**config.mk**
```make
export PLATFORM = sky130hd
export DESIGN_NAME = truth_table_sweeper
export DESIGN_NICKNAME = d
export VERILOG_FILES = /design/src/rtl/structural_gate_pkg.sv /design/src/rtl/sweep_timer.sv /design/src/rtl/truth_table_sweeper.sv
export SDC_FILE = /design/constraint.sdc
export NUM_CORES = 1
export LEC_CHECK = 0
export CAP_MARGIN = 30
export CORE_MARGIN = 8
export CORE_UTILIZATION = 40
export DETAILED_ROUTE_END_ITERATION = 10
export GPL_ROUTABILITY_DRIVEN = 0
export PLACE_DENSITY = 0.69
export SLEW_MARGIN = 10
export SYNTH_ARGS = -nofsm -noshare
export SYNTH_HDL_FRONTEND = slang
export SYNTH_SLANG_ARGS = --single-unit
export TNS_END_PERCENT = 1
```
**constraint.sdc**
```tcl
create_clock -name CLK -period 1.85 [get_ports CLK]
set_clock_uncertainty 0.05 [all_clocks]
set_input_delay 0.37 -clock CLK [delete_from_list [all_inputs] [get_ports CLK]]
set_output_delay 0.37 -clock CLK [all_outputs]
set_load 0.01 [all_outputs]
```
**src/rtl/structural_gate_pkg.sv**
```systemverilog
// Shared definitions for the truth-table sweeper and its settle timer.
package structural_gate_pkg;

    typedef enum logic {
        ST_IDLE = 1'b0,
        ST_RUN  = 1'b1
    } state_t;

    localparam int         DEF_N_IN     = 3;
    localparam logic [7:0] DEF_EXPECTED = 8'h9A;

endpackage

```
**src/rtl/sweep_timer.sv**
```systemverilog
// Loadable down-counter with zero flag; paces how long each vector is held.
module sweep_timer #(
    parameter int W = 1
) (
    input  logic         CLK,
    input  logic         RST,
    input  logic         i_load,
    input  logic [W-1:0] i_load_val,
    input  logic         i_dec,
    output logic         o_zero
);

    logic [W-1:0] r_cnt;

    // Load has priority; decrement stops at zero.
    always_ff @(posedge CLK or posedge RST) begin
        if (RST)
            r_cnt <= '0;
        else if (i_load)
            r_cnt <= i_load_val;
        else if (i_dec && (r_cnt != '0))
            r_cnt <= r_cnt - W'(1);
    end

    assign o_zero = (r_cnt == '0);

endmodule

```
**src/rtl/truth_table_sweeper.sv**
```systemverilog
// Drives every input vector to a combinational DUT, captures its response
// after a settle time and grades the captured table against EXPECTED.
module truth_table_sweeper
    import structural_gate_pkg::*;
#(
    parameter int                   N_IN     = DEF_N_IN,
    parameter int                   SETTLE   = 1,
    parameter logic [2**N_IN-1:0]   EXPECTED = DEF_EXPECTED
) (
    input  logic                CLK,
    input  logic                RST,
    input  logic                START,
    output logic [N_IN-1:0]     ABC,
    input  logic                F_IN,
    output logic                BUSY,
    output logic                DONE,
    output logic                PASS,
    output logic [2**N_IN-1:0]  CAPTURED,
    output logic [N_IN:0]       ERR_COUNT,
    output logic [N_IN-1:0]     FIRST_ERR
);

    localparam int             CW     = (SETTLE > 1) ? $clog2(SETTLE) : 1;
    localparam logic [CW-1:0]  RELOAD = CW'(SETTLE - 1);

    generate
        if (SETTLE < 1) begin : g_bad_settle
            $error("truth_table_sweeper: SETTLE must be >= 1");
        end
    endgenerate

    state_t               r_state, w_state_nxt;
    logic [N_IN-1:0]      r_abc;
    logic                 r_done;
    logic                 r_pass;
    logic [2**N_IN-1:0]   r_captured;
    logic [N_IN:0]        r_err;
    logic [N_IN-1:0]      r_first;
    logic                 r_first_seen;

    logic w_zero, w_accept, w_sample, w_last, w_mis, w_load, w_dec;

    assign w_accept = (r_state == ST_IDLE) && START;
    assign w_sample = (r_state == ST_RUN) && w_zero;
    assign w_last   = &r_abc;
    assign w_mis    = (F_IN != EXPECTED[r_abc]);
    assign w_load   = w_accept || (w_sample && !w_last);
    assign w_dec    = (r_state == ST_RUN) && !w_zero;

    sweep_timer #(.W(CW)) u_timer (
        .CLK        (CLK),
        .RST        (RST),
        .i_load     (w_load),
        .i_load_val (RELOAD),
        .i_dec      (w_dec),
        .o_zero     (w_zero)
    );

    // State register.
    always_ff @(posedge CLK or posedge RST) begin
        if (RST)
            r_state <= ST_IDLE;
        else
            r_state <= w_state_nxt;
    end

    // Next state: START accepted only when idle; leave RUN after the last sample.
    always_comb begin
        w_state_nxt = r_state;
        case (r_state)
            ST_IDLE: if (START)             w_state_nxt = ST_RUN;
            ST_RUN:  if (w_sample && w_last) w_state_nxt = ST_IDLE;
            default:                        w_state_nxt = ST_IDLE;
        endcase
    end

    // Vector stepping, capture and grading; results clear on an accepted START.
    always_ff @(posedge CLK or posedge RST) begin
        if (RST) begin
            r_abc        <= '0;
            r_done       <= 1'b0;
            r_pass       <= 1'b0;
            r_captured   <= '0;
            r_err        <= '0;
            r_first      <= '0;
            r_first_seen <= 1'b0;
        end else begin
            r_done <= 1'b0;
            if (w_accept) begin
                r_abc        <= '0;
                r_pass       <= 1'b0;
                r_captured   <= '0;
                r_err        <= '0;
                r_first      <= '0;
                r_first_seen <= 1'b0;
            end else if (w_sample) begin
                r_captured[r_abc] <= F_IN;
                if (w_mis) begin
                    r_err <= r_err + (N_IN+1)'(1);
                    if (!r_first_seen) begin
                        r_first      <= r_abc;
                        r_first_seen <= 1'b1;
                    end
                end
                if (w_last) begin
                    r_abc  <= '0;
                    r_done <= 1'b1;
                    r_pass <= (r_err == '0) && !w_mis;
                end else begin
                    r_abc <= r_abc + N_IN'(1);
                end
            end
        end
    end

    assign ABC       = r_abc;
    assign BUSY      = (r_state == ST_RUN);
    assign DONE      = r_done;
    assign PASS      = r_pass;
    assign CAPTURED  = r_captured;
    assign ERR_COUNT = r_err;
    assign FIRST_ERR = r_first;

endmodule

```
==> results.ini <==
[clocking]
hold_buffers = 0
clk_latency_ns = 0.31
cts-root-buf = clkbuf_4
tritoncts = yes
clk_path_buf_depth = 2
cts_buffers = 3
clk_pin_slew_ns = 0.13
htree_levels = 1
cts_sinks = 23

[worst_setup_path]
criticalPathCategory = reg -> out
start_kind = flop
cp-end-kind = output port
path_max_fanout = 7
slowest_delay_ns = 0.58
cp_slowest_cell = clkdlybuf4s50_1
worstPathArrival_ns = 1.38
required_ns = 1.43
crit_chain = clkdlybuf4s50_1
path_buf_inv = 1
cp_top_family = buffers and inverters

[routing]
dr_total_vias = 1110
drc_errors = 0
routedWlPerCell_um = 15.04
post_drt_via_cell_ratio = 5.415
first_iter_violations = 64
ant_nets = 0
first_pass_iters = 5
drt_wl_total_um = 3084

[die]
dieArea_um2 = 5178
start_util = 0.4136
coreArea_um2 = 3028
die_x_um = 71.96
ios = 25
placementRows = 20
die_h_um = 71.96

[global_route]
first_global_vias = 1063
grt_use_total = 0.1207
grt_max_degree = 24
antenna_found_initial = 0
gr-total-overflow = 0
grt_pass1_wl_um = 5057

[layout]
area_growth_pct = 32.37
final_nets = 170
antenna_cells = 0
post-route-util = 0.5475
drive_gt1_frac = 0.1677

[logic_synthesis]
synth_cells = 127
synthesis.area_um2 = 1252
yosys.area.top_type_share = 0.4595
synth_cell_types = 40
seq_area_frac_synth = 0.4595
ys_ff_latch = 23
ys_top_cells_by_area = dfrtp_1, mux2i_1, nor2_1, ha_1, nand3_1
ys.warnings.count = 0
avgSynthCellArea_um2 = 9.862
syn-num-nets = 135
yosysTopAreaCell = dfrtp_1

[timing]
fin_crit_ns = 1.799
setup-violations-final = 0
drv_slew = 0
hold_viol = 0
max_slew_margin = 0.7199
worstMarginPinSlew_ns = 0.4192
rsz0062_at_grt = yes
min_period_over_period = 0.9725
hold_ws_ns = 0.3255
clock.fmax_mhz = 555.9

[power]
power_leakage_nw = 0.7445
p_per_area_nw_per_um2 = 1653
peakVddDrop_mv = 0.5602

[placement]
dp_hpwl_um = 2273
portBuffers = 24

[run_status]
outcome = completed

[job]
drv_cap = 0

[worst_hold_path]
hold_path.class = in -> async

==> path summary, 6_finish.rpt <==
path | start | endpoint | slack (ns) | cells after the start
worst max-delay path | ERR_COUNT[3] | ERR_COUNT[3] | 0.05 | 1
worst min-delay path | RST | DONE | 0.33 | 3
worst max register to register | ABC[1] | ERR_COUNT[2] | 0.07 | 5
worst min register to register | r_first_seen | r_first_seen | 0.49 | 1
max in group asynchronous | RST | ABC[0] | 1.17 | 3
min in group CLK | r_first_seen | r_first_seen | 0.49 | 1
==> cell usage after synthesis, drive strengths merged <==
cell / instances
nand4: 2
nor4: 2
a2111o: 1
a211oi: 1
nor3: 1
o31ai: 2
or2: 1
nand3: 7
nand4b: 3
nor3b: 1
clkbuf: 5
o21ai: 6
nand2b: 2
buf: 5
o22ai: 1
nor4b: 3
nand2: 7
or4: 1
o41ai: 1
a21oi: 3
xor2: 1
and4: 1
a21boi: 1
nor2: 16
inv: 4
ha: 4
o2111ai: 1
and2: 3
dfrtp: 23
o211a: 2
o211ai: 2
mux2i: 9
a22o: 2
nor2b: 2
o21a: 1
==> where the power goes <==
group / switching (mW) / total (mW) / internal [mW]
sequential: 0.161 / 0.862 / 0.700
clock: 0.149 / 0.233 / 0.0842
combinational: 0.786 / 1.65 / 0.861
total: 1.10 / 2.74 / 1.65
==> cells by family (layout without fill, tap and decap cells) <==
kind of cell	after synthesis	after routing	share of synthesized area
simple gates	52	52	0.2318
compound gates	24	24	0.1389
flops	23	23	0.4595
buf+inv	14	48	0.05094
mux	9	9	0.07193
fa+ha+maj	4	4	0.03996
xor+xnor	1	1	0.006994
==> layout by cell type, fill, tap and decap left out, drive strengths merged, types with 2 or more instances in the layout <==
cell | Yosys | routed
dfrtp | 23 | 23
clkdlybuf4s50 | 0 | 21
buf | 5 | 16
nor2 | 16 | 16
mux2i | 9 | 9
nand2 | 7 | 7
nand3 | 7 | 7
o21ai | 6 | 6
inv | 4 | 4
ha | 4 | 4
clkbuf | 5 | 4
nand4b | 3 | 3
a21oi | 3 | 3
dlygate4sd2 | 0 | 3
nor4b | 3 | 3
and2 | 3 | 3
nor2b | 2 | 2
o211ai | 2 | 2
nand2b | 2 | 2
o211a | 2 | 2
nor4 | 2 | 2
o31ai | 2 | 2
nand4 | 2 | 2
a22o | 2 | 2
==> flip-flops by register name, indices dropped and copies added, names as in the netlist <==
name / cells
FIRST_ERR: 3
DONE: 1
r_first_seen: 1
CAPTURED: 8
ABC: 3
u_timer.r_cnt: 1
ERR_COUNT: 4
PASS: 1
BUSY: 1
==> layout make-up <==
| class | count | area, um2 |
|---|---|---|
| repair buffers | 40 | 356.6 |
| inverters | 4 | 15.01 |
| clock buffers | 4 | 26.28 |
| multi-input cells | 90 | 628.1 |
| well taps | 44 | 55.05 |
| fillers | 269 | 1370 |
| flip-flops and latches | 23 | 576.8 |
==> layer usage <==
metal / vias up / part of all wire / GRT usage / routed length, um
li1: 530 / - / - / -
met1: 536 / 0.45 / 0.1556 / 1374
met2: 38 / 0.48 / 0.1883 / 1483
met3: 6 / 0.054 / 0.02204 / 168
met4: 0 / 0.018 / 0.06122 / 57
met5: - / 0 / 0 / 0
==> stage by stage <==
stage | setup slack [ns] | power (mW) | cells | TNS, ns | cell area [um2]
after floorplan | 0.001599 | 1.761 | 127 | 0 | 1269
after global placement | 0.05248 | 2.416 | 199 | 0 | 1618
after detailed placement | 0.001667 | 2.476 | 199 | 0 | 1618
after CTS | 0.01422 | 2.699 | 203 | 0 | 1642
after global routing | -0.02121 | 2.945 | 205 | -0.02121 | 1658
final | 0.05095 | 2.741 | 205 | 0 | 1658
==> what timing repair did <==
action | CTS | global route
buffers inserted | 0 | 2
gates resized for setup | 4 | 1
setup endpoints to repair | 4 | 2
pin swaps | 0 | 2
Power figures use the tool's default switching activity.
==> patch, RTL diff (same settings) <==
`DEF_N_IN`: 3 -> 6.
--- a/src/rtl/structural_gate_pkg.sv
+++ b/src/rtl/structural_gate_pkg.sv
@@ -6,7 +6,7 @@
         ST_RUN  = 1'b1
     } state_t;
 
-    localparam int         DEF_N_IN     = 3;
+    localparam int         DEF_N_IN     = 6;
     localparam logic [7:0] DEF_EXPECTED = 8'h9A;
 
 endpackage
Interface: changed (resized ABC, CAPTURED, ERR_COUNT and FIRST_ERR); port bits go from 25 to 90. The function was not compared with the original's and may differ.
==> patch against the unedited design <==
Sequential share of layout area is 3.0 points higher; design area grew to 3.5 times the old value; largest power group unchanged; synthesized area grew to 3.5 times the old value; wire length grew to 4.1 times the old value; synthesized cell count grew to 3.6 times the old value; first-iteration DRC count grew to 5.0 times the old value; sequential cell count is 65 higher; worst setup slack worse by 15 ps; power grew to 3.6 times the old value.
==> patch: results (changes against the unedited design) <==
setup_tns: 0 ps (unchanged)
WL final: 12500 um (was 3080 um)
FF-to-FF path depth: 6 (was 5)
Vias/cell: 5.48 (was 5.41)
DRC marker count from the first detailed-route iteration: 321 (was 64)
metal2 WL: 6120 um (was 1480 um)
Pleak: 2.64 nW (was 0.745 nW)
layout cell share with drive strength beyond 1: 0.146 (was 0.168)
syn_nets: 459 (was 135)
Synth async-reset ratio: 1.00 (unchanged)
final HPWL from detailed placement: 8940 um (was 2270 um)
metal3 WL: 791 um (was 168 um)
sequential share of the synthesized area: 0.503 (was 0.460)
largest net degree at the start of global routing: 48 (was 24)
list of most frequent post-synthesis cells: 88 x dfrtp_1, 52 x nor2_1, 49 x mux2i_1 (was 23 x dfrtp_1, 15 x nor2_1, 9 x mux2i_1)
TritonRoute pass-1 iters: 7 (was 5)
fin cells: 694 (was 205)
CP peak stage delay: 580 ps (about the same)
maximum clock insertion buffer count: 2 (unchanged)
synth unique cells: 47 (was 40)
R2R Setup Slk: 60 ps
largest cells by area after synthesis: dfrtp_1 50%, mux2i_1 11%, nand3_1 4.9%, nor2_1 4.5%, o21ai_0 3.2% (was dfrtp_1 46%, mux2i_1 7.2%, nor2_1 4.5%, ha_1 4.0%, nand3_1 2.8%)
uppermost layer routed: met4 (unchanged)
clock slew at the register clock pins of the worst setup and hold paths: 100 ps (was 130 ps)
clock root cell: clkbuf_8 (was clkbuf_4)
Top FF cell, synth: dfrtp_1 (unchanged)
first-pass GRT wire length: 20300 um (was 5060 um)
reg2reg start: ERR_COUNT[0]$_DFFE_PP0P_ (was ABC[1]$_DFFE_PP0P_)
Peak VDD IR: 0.941 mV (was 0.560 mV)
Placed Area: 5590 um2 (was 1620 um2)
worst min path class: input pin to asynchronous set/reset pin (unchanged)
total track usage: 0.173 (was 0.121)
Critical Path Fanout Max: 5 (was 7)
worst reg2reg endpoint: PASS$_DFFE_PP0P_ (was ERR_COUNT[2]$_DFFE_PP0P_)
Crit path max-delay family: buffers and inverters (unchanged)
WL met1: 5490 um (was 1370 um)
Port Buf Inserts: 89 (was 24)
status: complete, no violations (unchanged)
Clock Latency Late Sink: 360 ps (was 310 ps)
Slowest cell on crit path: clkdlybuf4s50_1 (unchanged)
number of cells after detailed placement: 677 (was 199)
Layout Nets: 556 (was 170)
share of the synthesized area in the top cell type: 0.503 (was 0.460)
Relative slew margins: 0.709 (was 0.720)
# fillers: 1003 (was 269)
Synth Warn #: 0 (unchanged)
synthesized area per cell: 9.69 um2 (was 9.86 um2)
critical path arrival: 1390 ps
total inserted antenna cells: 0 (unchanged)
CTS buffer count: 9 (was 3)
Setup crit end: ERR_COUNT[5] (was ERR_COUNT[3])
Setup crit start: ERR_COUNT[5]$_DFFE_PP0P_ (was ERR_COUNT[3]$_DFFE_PP0P_)
CTS H-Tree Depth: 3 (was 1)
max FFs per register: 64 (was 8)
initial antenna violation count: 0 (unchanged)
vias in the first global route: 3776 (was 1063)
## patch: layout make-up
type | instances | area (um2) | area share
tap | 140 | 175 | 0.0300
clock inverter | 5 | 62.6 | 0.0107
sequential | 88 | 2210 | 0.377
inverter | 11 | 45.0 | 0.00770
timing repair buffer | 124 | 1190 | 0.204
clock buffer | 11 | 141 | 0.0242
multi-input combinational | 315 | 2020 | 0.346
## patch: stage by stage
stage | utilization | worst slack, ps | total power (W) | hold WS, ps
6_report | 0.544 | 36.2 | 0.00988 | 306
5_1_grt | 0.544 | -33.1 | 0.0105 | 350
4_1_cts | 0.539 | 0.920 | 0.00983 | 313
3_5_place_dp | 0.520 | -25.7 | 0.00845 | 450
3_3_place_gp | 0.520 | 45.5 | 0.00834 | 446
2_1_floorplan | - | -29.1 | 0.00577 | 416
## patch: cells by family after synthesis
kind of cell | share of synthesized area
AOI/OAI and AO/OA | 0.0931
xor gates and xnor gates | 0.00400
muxes | 0.112
adders and majority gates | 0.00857
and+or+nand+nor | 0.233
DFF | 0.503
buffers and inverters | 0.0463
## patch: how the worst min path moves through the flow
stage / startpoint / endpoint / slack [ps] / depth (start not counted)
2_1_floorplan: r_first_seen$_DFFE_PP0P_ / r_first_seen$_DFFE_PP0P_ / 420 / 2
4_1_cts: RST / CAPTURED[10]$_DFFE_PP0P_ / 310 / 2
5_1_grt: RST / CAPTURED[54]$_DFFE_PP0P_ / 350 / 2
6_report: RST / CAPTURED[54]$_DFFE_PP0P_ / 310 / 2
3_3_place_gp: r_first_seen$_DFFE_PP0P_ / r_first_seen$_DFFE_PP0P_ / 450 / 2
3_5_place_dp: r_first_seen$_DFFE_PP0P_ / r_first_seen$_DFFE_PP0P_ / 450 / 2
## patch: report_power, final
group	internal (W)	leakage [nW]	switching [W]
clock	0.000672	0.0966	0.000709
sequential	0.00273	1.12	0.000554
combinational	0.00255	1.42	0.00267
## patch: metal layers
| layer | track usage | vias up |
|---|---|---|
| met5 | 0 | - |
| met4 | 0.0484 | 0 |
| met3 | 0.0382 | 10 |
| met2 | 0.279 | 126 |
| met1 | 0.229 | 1877 |
| li1 | - | 1789 |
## patch: timing repair
action | in CTS | in global routing
setup endpoints to repair | 12 | 18
setup buffers | 0 | 1
resized for setup | 10 | 17
pin swaps | 0 | 2
